$ cat src/rtl/mdu_iter.sv
// mdu_iter: multi-cycle multiply/divide unit for the E stage.
// Owns HI/LO. One operation at a time under a start/busy handshake.
//   Clk, Reset    : clock, synchronous active-high reset
//   start, op     : launch op (0 mult,1 multu,2 div,3 divu,4 madd,5 maddu,6 mthi,7 mtlo)
//   A, B          : rs / rt operands
//   flush         : abort in-flight or launching operation
//   busy          : operation in flight (registered)
//   done          : one-cycle pulse when HI/LO take a mul/div result
//   HI, LO        : architectural HI/LO registers
module mdu_iter #(
  parameter int WIDTH      = 32,
  parameter int MUL_CYCLES = 5
) (
  input  logic             Clk,
  input  logic             Reset,
  input  logic             start,
  input  logic [2:0]       op,
  input  logic [WIDTH-1:0] A,
  input  logic [WIDTH-1:0] B,
  input  logic             flush,
  output logic             busy,
  output logic             done,
  output logic [WIDTH-1:0] HI,
  output logic [WIDTH-1:0] LO
);

  localparam int CMAX = (MUL_CYCLES > WIDTH) ? MUL_CYCLES : WIDTH;
  localparam int CW   = $clog2(CMAX + 1);

  typedef enum logic [1:0] {S_IDLE, S_MUL, S_DIV, S_FIX} state_t;

  state_t r_state, w_next;

  logic [CW-1:0]      r_cnt;
  logic [WIDTH-1:0]   r_a, r_b, r_hi, r_lo, r_rem, r_quo;
  logic               r_msigned, r_madd, r_qneg, r_rneg, r_dz, r_done;

  // op decode: ops 0/1/4/5 multiply, 2/3 divide, 6/7 move-to
  logic w_op_mul, w_op_div, w_sgn;
  assign w_op_mul = ~op[1];
  assign w_op_div = op[1] & ~op[2];
  assign w_sgn    = ~op[0];

  logic w_last;
  assign w_last = (r_cnt == CW'(1));

  // Divide operands as magnitudes; abs of most-negative wraps to 2^(W-1),
  // which is the correct unsigned magnitude.
  logic [WIDTH-1:0] w_absa, w_absb;
  assign w_absa = (w_sgn && A[WIDTH-1]) ? -A : A;
  assign w_absb = (w_sgn && B[WIDTH-1]) ? -B : B;

  // Multiply: extend to 2W so the low 2W bits of the product are exact
  // for both signed and unsigned operands.
  logic [2*WIDTH-1:0] w_ea, w_eb, w_prod, w_mres;
  assign w_ea   = r_msigned ? {{WIDTH{r_a[WIDTH-1]}}, r_a} : {{WIDTH{1'b0}}, r_a};
  assign w_eb   = r_msigned ? {{WIDTH{r_b[WIDTH-1]}}, r_b} : {{WIDTH{1'b0}}, r_b};
  assign w_prod = w_ea * w_eb;
  assign w_mres = r_madd ? ({r_hi, r_lo} + w_prod) : w_prod;

  // Restoring step: remainder < divisor always, so the shifted value fits
  // W+1 bits and the kept remainder fits W bits.
  logic [WIDTH:0] w_sh, w_diff;
  assign w_sh   = {r_rem, r_quo[WIDTH-1]};
  assign w_diff = w_sh - {1'b0, r_b};

  logic [WIDTH-1:0] w_q, w_r;
  assign w_q = r_qneg ? -r_quo : r_quo;
  assign w_r = r_rneg ? -r_rem : r_rem;

  always_comb begin
    w_next = r_state;
    case (r_state)
      S_IDLE: if (start) begin
        if (w_op_mul)      w_next = S_MUL;
        else if (w_op_div) w_next = S_DIV;
      end
      S_MUL:  if (w_last) w_next = S_IDLE;
      S_DIV:  if (w_last) w_next = S_FIX;
      S_FIX:  w_next = S_IDLE;
      default: w_next = S_IDLE;
    endcase
    if (flush) w_next = S_IDLE;
  end

  always_ff @(posedge Clk) begin
    if (Reset) r_state <= S_IDLE;
    else       r_state <= w_next;
  end

  always_ff @(posedge Clk) begin
    if (Reset) begin
      r_cnt     <= '0;
      r_a       <= '0;
      r_b       <= '0;
      r_hi      <= '0;
      r_lo      <= '0;
      r_rem     <= '0;
      r_quo     <= '0;
      r_msigned <= 1'b0;
      r_madd    <= 1'b0;
      r_qneg    <= 1'b0;
      r_rneg    <= 1'b0;
      r_dz      <= 1'b0;
      r_done    <= 1'b0;
    end else begin
      r_done <= 1'b0;
      if (!flush) begin
        case (r_state)
          S_IDLE: if (start) begin
            if (w_op_mul) begin
              r_a       <= A;
              r_b       <= B;
              r_msigned <= w_sgn;
              r_madd    <= op[2];
              r_cnt     <= CW'(MUL_CYCLES);
            end else if (w_op_div) begin
              r_quo  <= w_absa;
              r_b    <= w_absb;
              r_rem  <= '0;
              r_qneg <= w_sgn & (A[WIDTH-1] ^ B[WIDTH-1]);
              r_rneg <= w_sgn & A[WIDTH-1];
              r_dz   <= (B == '0);
              r_cnt  <= CW'(WIDTH);
            end else if (!op[0]) begin
              r_hi <= A;
            end else begin
              r_lo <= A;
            end
          end
          S_MUL: begin
            r_cnt <= r_cnt - CW'(1);
            if (w_last) begin
              {r_hi, r_lo} <= w_mres;
              r_done       <= 1'b1;
            end
          end
          S_DIV: begin
            r_cnt <= r_cnt - CW'(1);
            if (!w_diff[WIDTH]) r_rem <= w_diff[WIDTH-1:0];
            else                r_rem <= w_sh[WIDTH-1:0];
            r_quo <= {r_quo[WIDTH-2:0], ~w_diff[WIDTH]};
          end
          S_FIX: begin
            r_done <= 1'b1;
            if (!r_dz) begin
              r_lo <= w_q;
              r_hi <= w_r;
            end
          end
          default: ;
        endcase
      end
    end
  end

  assign busy = (r_state != S_IDLE);
  assign done = r_done;
  assign HI   = r_hi;
  assign LO   = r_lo;

endmodule

$ cat config.mk
export PLATFORM = sky130hd
export DESIGN_NAME = mdu_iter
export DESIGN_NICKNAME = d
export VERILOG_FILES = /design/src/rtl/mdu_iter.sv
export SDC_FILE = /design/constraint.sdc
export NUM_CORES = 2
export LEC_CHECK = 0
export CAP_MARGIN = 40
export CORE_MARGIN = 2
export CORE_UTILIZATION = 57
export DETAILED_ROUTE_END_ITERATION = 8
export PLACE_DENSITY_LB_ADDON = 0.15
export SETUP_SLACK_MARGIN = 0.02
export SLEW_MARGIN = 10
export SYNTH_ARGS = -nofsm -noshare
export SYNTH_HDL_FRONTEND = slang
export SYNTH_SLANG_ARGS = --single-unit
$ cat constraint.sdc
create_clock -name Clk -period 15.5 [get_ports Clk]
set_clock_uncertainty 0.15 [all_clocks]
set_input_delay 3.875 -clock Clk [delete_from_list [all_inputs] [get_ports Clk]]
set_output_delay 3.875 -clock Clk [all_outputs]
set_load 0.02 [all_outputs]
# [Word-level counts from Yosys, hierarchy flattened]
# Index checks and enable logic that the tools add are counted.
[classes] addsub=7 mul=1 eq_ne=15 n_mux=44 bitwise=9 reduce_logical=18
[op_table] operator="$mux 32" count=25
[op_table] operator="$mux 64" count=3
[op_table] operator="$pmux 32 s3" count=2
[op_table] operator="$neg 32->32" count=4
[op_table] operator="$pmux 32 s2" count=2
[op_table] operator="$add 64x64->64" count=1
[op_table] operator="$mul 64x64->64" count=1
[op_table] operator="$sub 33x32->33" count=1
[op_table] operator="$logic_not 32->1" count=1
[op_table] operator="$mux 6" count=3
[op_table] operator="$ne 2x2->1 const B" count=9
[op_table] operator="$reduce_and 4->1" count=4
[op_table] operator="$reduce_and 8->1" count=2
[op_table] operator="$pmux 6 s2" count=1
[op_table] operator="$mux 2" count=5
[op_table] operator="$reduce_and 5->1" count=2
[op_table] operator="$pmux 2 s4" count=1
[op_table] operator="$eq 6x1->1 const B" count=1
[op_table] operator="$reduce_bool 2->1" count=3
[op_table] operator="$sub 6x1->6 const B" count=1
[op_table] operator="$not 1->1" count=5
[op_table] operator="$eq 2x2->1 const B" count=2
[op_table] operator="$reduce_or 2->1" count=2
[op_table] operator="$and 1x1->1" count=3
[op_table] operator="9 further kinds" count=10
[totals] register_bits=206 in_bits=71 out_inout_bits=66 wordCells=108

# [Longest topological paths before layout]
[logic_depth] depth_word=7 mapped_depth=48

# [Worst setup path after synthesis]
# No wires, ideal clock.
[synth_path] path_type="reg2reg" start="reg r_msigned" end="reg r_hi[31] (netlist: HI[31])" arrival_time_ps=10684 required_ps=15228 setup_slack_ps=4544 path_stages_with_launch=48 n_path_buf=4 period_less_slack_ps=10956 cell_sequence="dfxtp_1 > and2_1 > clkbuf_1 > buf_1 > nand2_1 > fa_1 > inv_1 > fa_1 > inv_1 > fa_1 > inv_1 > fa_1 > fa_1 > inv_1 > fa_1 > inv_1 > fa_1 > fa_1 > [... 12 more ...] > a21oi_1 > o21ai_1 > o21bai_1 > xor2_1 > ha_1 > clkbuf_1 > a21o_1 > a21o_1 > a21oi_1 > o21ai_0 > a221oi_1 > o21ai_0 > a31oi_1 > xnor2_1 > nand2_1 > xnor2_1 > xnor2_1 > o21ai_0"
[synth_between] elab_chain_len=6
[synth_lines] element="start: declaration" line_no="36" rtl="logic r_msigned, r_madd, r_qneg, r_rneg, r_dz, r_done;"
[synth_lines] element="start signal: assignment" line_no="114" rtl="r_msigned <= w_sgn;"
[synth_lines] element="$mux 64 (on tied branches)" line_no="56, 57"
[synth_lines] element="$mul 64x64->64 (*)" line_no="58" rtl="assign w_prod = w_ea * w_eb;"
[synth_lines] element="$add 64x64->64" line_no="59" rtl="assign w_mres = r_madd ? ({r_hi, r_lo} + w_prod) : w_prod;"
[synth_lines] element="$mux 64 (*)" line_no="59"
[synth_lines] element="$mux 32 (*)" line_no="133" rtl="if (w_last) begin"
[synth_lines] element="$pmux 32 s3 (*)" line_no="109" rtl="case (r_state)"
[synth_lines] element="end signal: assignment" line_no="134" rtl="{r_hi, r_lo} <= w_mres;"
[synth_lines] element="end signal: assignment" line_no="148" rtl="r_hi <= w_r;"
[synth_lines] element="end: declaration" line_no="35" rtl="logic [WIDTH-1:0] r_a, r_b, r_hi, r_lo, r_rem, r_quo;"
# Every way passes the cells marked *; elsewhere a longest branch is shown, timed or not. The select of a mux whose other input is x is not followed.
# A chain may end at the register's enable or synchronous reset.

# [Worst setup path after layout]
[layout_path] start="reg r_b[12]" end="reg r_hi[31] (netlist: HI[31])"
[layout_between] elab_chain_len=6
[layout_lines] element="start: declaration" line_no="35"
[layout_lines] element="start signal: assignment" line_no="119" rtl="r_b <= w_absb;"
[layout_lines] element="$mux 64 (*)" line_no="57" rtl="assign w_eb = r_msigned ? {{WIDTH{r_b[WIDTH-1]}}, r_b} : {{WIDTH{1'b0}}, r_b};"
[layout_lines] element="$mul 64x64->64 (*)" line_no="58"
[layout_lines] element="$add 64x64->64" line_no="59"
[layout_lines] element="$mux 64 (*)" line_no="59"
[layout_lines] element="$mux 32 (*)" line_no="133"
[layout_lines] element="$pmux 32 s3 (*)" line_no="109"
# Marked as above.

==> results.tsv <==
stage	metric	value	unit
clocking	cts.sinks	206	
worst_hold_path	min_from	r_a[3]	
power	seq_power_share	25.7	%
die	dieArea	116000	µm²
setup_path	arrival	13.10	ns
flow_run	drv_cap	0	
worst_hold_path	hp-class	reg -> reg	
yosys	synth.distinct_cells	76	
setup_path	required	15.83	ns
clocking	holdBufCountCts	0	
finish	fin_nets	9197	
power	pwr-share-comb	42.0	%
setup_path	critPathMaxStageDelay	0.97	ns
clocking	clk-insertion-delay-late	0.62	ns
sta	timing.setup.tns	0	ns
setup_path	critPathKind	reg -> reg	
sta	rsz0062_at_grt	false	
yosys	synth-seq-cells	206	
yosys	yosys-top-cells-area	fa_1, inv_1, ha_1	
setup_path	rr_worst_depth	43	
power	p_sw_share	43.3	%
sta	layout_min_cycle_time	12.77	ns
route	drt-total-wl	204000	µm
setup_path	crit_top_cell	fa_1	
finish	multiInputGateArea	53000	µm²
yosys	synth_seq_area_share	6.38	%
clocking	cts_buffers	29	
yosys	synth_fp_nets	9302	
setup_path	slowest_stage	dfxtp_1	
route	wl_per_cell	23.2	µm
status	status	completed	
grt	grt_pass1_wl	321000	µm
setup_path	worstSetupStartpointType	flop	
die	die_y	341	µm
sta	fin_crit_sh	82.4	%
power	p_sw	0.981	mW
setup_path	rrSetupSlack	2.73	ns
die	core_area	112000	µm²
route	firstDrtPassIters	6	
yosys	yosysWarningCount	0	
sta	fin_hold_ws	0.307	ns
power	p_per_area	33.1	nW/µm²
clocking	cts.reportedPaths.clkPinSlew	0.07	ns
clocking	htree_levels	1	
worst_hold_path	hold_end	r_a[3]	
clocking	cts_resized	0	
yosys	yosys.area.top_type	fa_1	
die	fp-row-count	123	
sta	max_freq	78.3	MHz
route	drt_iter0_markers	4796	
route	num_vias	50570	
grt	antenna_found_initial	4	
sta	drv_slew	0	
die	start_util	57.5	%
route	antenna_left	0	
finish	layout-drive-gt1-share	3.01	%
finish	regArea	4130	µm²
power	intPower	1.29	mW
placement	io_buffers	136	
route	viasPerCell	5.74	
power	p_clk_share	32.3	%
setup_path	worstPathMaxFanout	19	
placement	dp_slack	2.97	ns
grt	grt_max_degree	94	
yosys	syn-cell-area	64600	µm²
die	die_x	341	µm
finish	area_growth_syn_to_layout	5.87	%
sta	maxSlewHeadroom	33.9	%
setup_path	r2r_start	r_b[12]	
sta	finalHoldViolations	0	
finish	final_cell_mix	inv_1, fa_1, nand2_1, and2_1, ha_1	
route	drc_errors	0	
grt	overflow	0	
yosys	synth-main-ff-cell	dfxtp_1	
placement	hpwl	169000	µm
clocking	post_cts_buffers	0	
clocking	cts_max_path_buffers	3	
placement	globalplace.congestion	0.985	
yosys	syn_area_per_cell	8.74	µm²
clocking	cts_tree	done	
yosys	async_flop_share	0	%
yosys	syn_inst	7391	
sta	worst_pin_slew	0.989	ns
sta	setup_viol	0	
setup_path	end_kind	flop	
setup_path	rr_endpoint	HI[31]	
power	ir_worst_vdd	87.5	µV
clocking	cts-root-buf	clkbuf_16	
finish	nFillCells	9893	
grt	grt_pass1_vias	53481	
die	pin_count	137	
yosys	synth_top_area_share	44.4	%
yosys	synth-edff-count	0	
power	p_leak	33.9	nW
finish	final_common_cell	inv_1	
worst_hold_path	hold_path_depth	2	
grt	track_usage	36.4	%
sta	timing.final.ws_setup	2.73	ns
[cell families (layout without fill, tap and decap cells)]
kind of cell	Yosys count	in the layout	synth area share (%)
AO/OA/AOI/OAI	1007	1007	10.0
XOR/XNOR	305	305	4.13
adder cells (fa/ha/maj)	1841	1841	52.3
buffers and inverters	2026	1943	11.8
flip-flops	206	206	6.38
multiplexers	44	44	0.710
other	0	1	0
AND/OR/NAND/NOR	1962	1962	14.7
[worst max-delay path: cells and delay by family, from the launching register on]
| family | cells | cell delay, ns |
|---|---|---|
| AOI/OAI and AO/OA | 12 | 3.58 |
| adders and majority gates | 12 | 5.60 |
| DFF | 1 | 0.97 |
| xor gates and xnor gates | 4 | 0.62 |
| and+or+nand+nor | 7 | 0.74 |
| buffers and inverters | 8 | 0.96 |
[cell type report]
cell class / instances / area share [%]
Inverter: 1632 / 8.95
Sequential cell: 206 / 6.03
Tap cell: 1500 / 2.74
Clock inverter: 13 / 0.252
Multi-Input combinational cell: 5159 / 77.4
Antenna cell: 1 / 0.00366
Timing Repair Buffer: 258 / 3.41
Clock buffer: 40 / 1.19
[power groups by stage]
stage | Clock (mW) | Combinational, mW | Sequential, mW
4_1_cts | 0.737 | 0.933 | 0.582
3_5_place_dp | 0 | 0.922 | 0.594
2_1_floorplan | 0 | 0.590 | 0.584
3_3_place_gp | 0 | 0.916 | 0.594
5_1_grt | 0.758 | 1.04 | 0.585
6_report | 0.732 | 0.953 | 0.584
[worst max path at each step]
stage / slack, ns / from / endpoint / cells past startpoint
after floorplan: 4.54 / r_msigned / HI[31] / 47
after global placement: 2.58 / r_b[12] / HI[31] / 42
after detailed placement: 2.97 / r_b[12] / HI[31] / 43
after CTS: 2.88 / r_b[12] / HI[31] / 43
after global routing: 2.14 / r_b[12] / HI[31] / 43
final: 2.73 / r_b[12] / HI[31] / 43
[metrics by stage]
stage	area (µm²)	std cells	util (%)	power, mW
global placement	67300	8746	59.8	1.51
detailed placement	67400	8754	59.9	1.52
global route	68400	8808	60.8	2.38
CTS	68400	8807	60.8	2.25
floorplan	64600	7391	-	1.17
finish	68400	8809	60.8	2.27
[per-layer routing]
layer	up-vias	wire (µm)	GRT usage, %	share of wire (%)
li1	22323	-	-	-
met1	25669	89400	54.3	44
met2	2304	84900	52.6	42
met3	272	23600	9.52	12
met4	2	6240	9.63	3.1
met5	-	20	0	0.0098
[registers in the layout, indices dropped and copies added, names as in the netlist]
signal,cells
HI,32
LO,32
done,1
r_a,32
r_b,32
r_cnt,6
r_dz,1
r_madd,1
r_msigned,1
r_qneg,1
r_quo,32
r_rem,32
r_rneg,1
r_state,2
[Yosys cell counts, drive strengths merged (12+ instances only)]
| cell | instances |
|---|---|
| inv | 1632 |
| fa | 1435 |
| nand2 | 887 |
| and2 | 558 |
| ha | 405 |
| clkbuf | 378 |
| a21oi | 307 |
| nor2 | 224 |
| xnor2 | 223 |
| o21ai | 220 |
| dfxtp | 206 |
| xor2 | 82 |
| a21o | 78 |
| a211oi | 67 |
| and3 | 42 |
| nor3 | 42 |
| o21bai | 40 |
| a221oi | 37 |
| nand4 | 36 |
| o31ai | 36 |
| nand3 | 35 |
| nand2b | 32 |
| mux2i | 29 |
| a221o | 25 |
| a31oi | 23 |
| o21a | 23 |
| a22oi | 22 |
| a311oi | 22 |
| nor2b | 20 |
| o211ai | 20 |
| nor4 | 18 |
| or4 | 18 |
| buf | 16 |
| mux2 | 15 |
| o41ai | 15 |
| or3 | 13 |
| or2 | 12 |
Power figures use the tool's default switching activity.
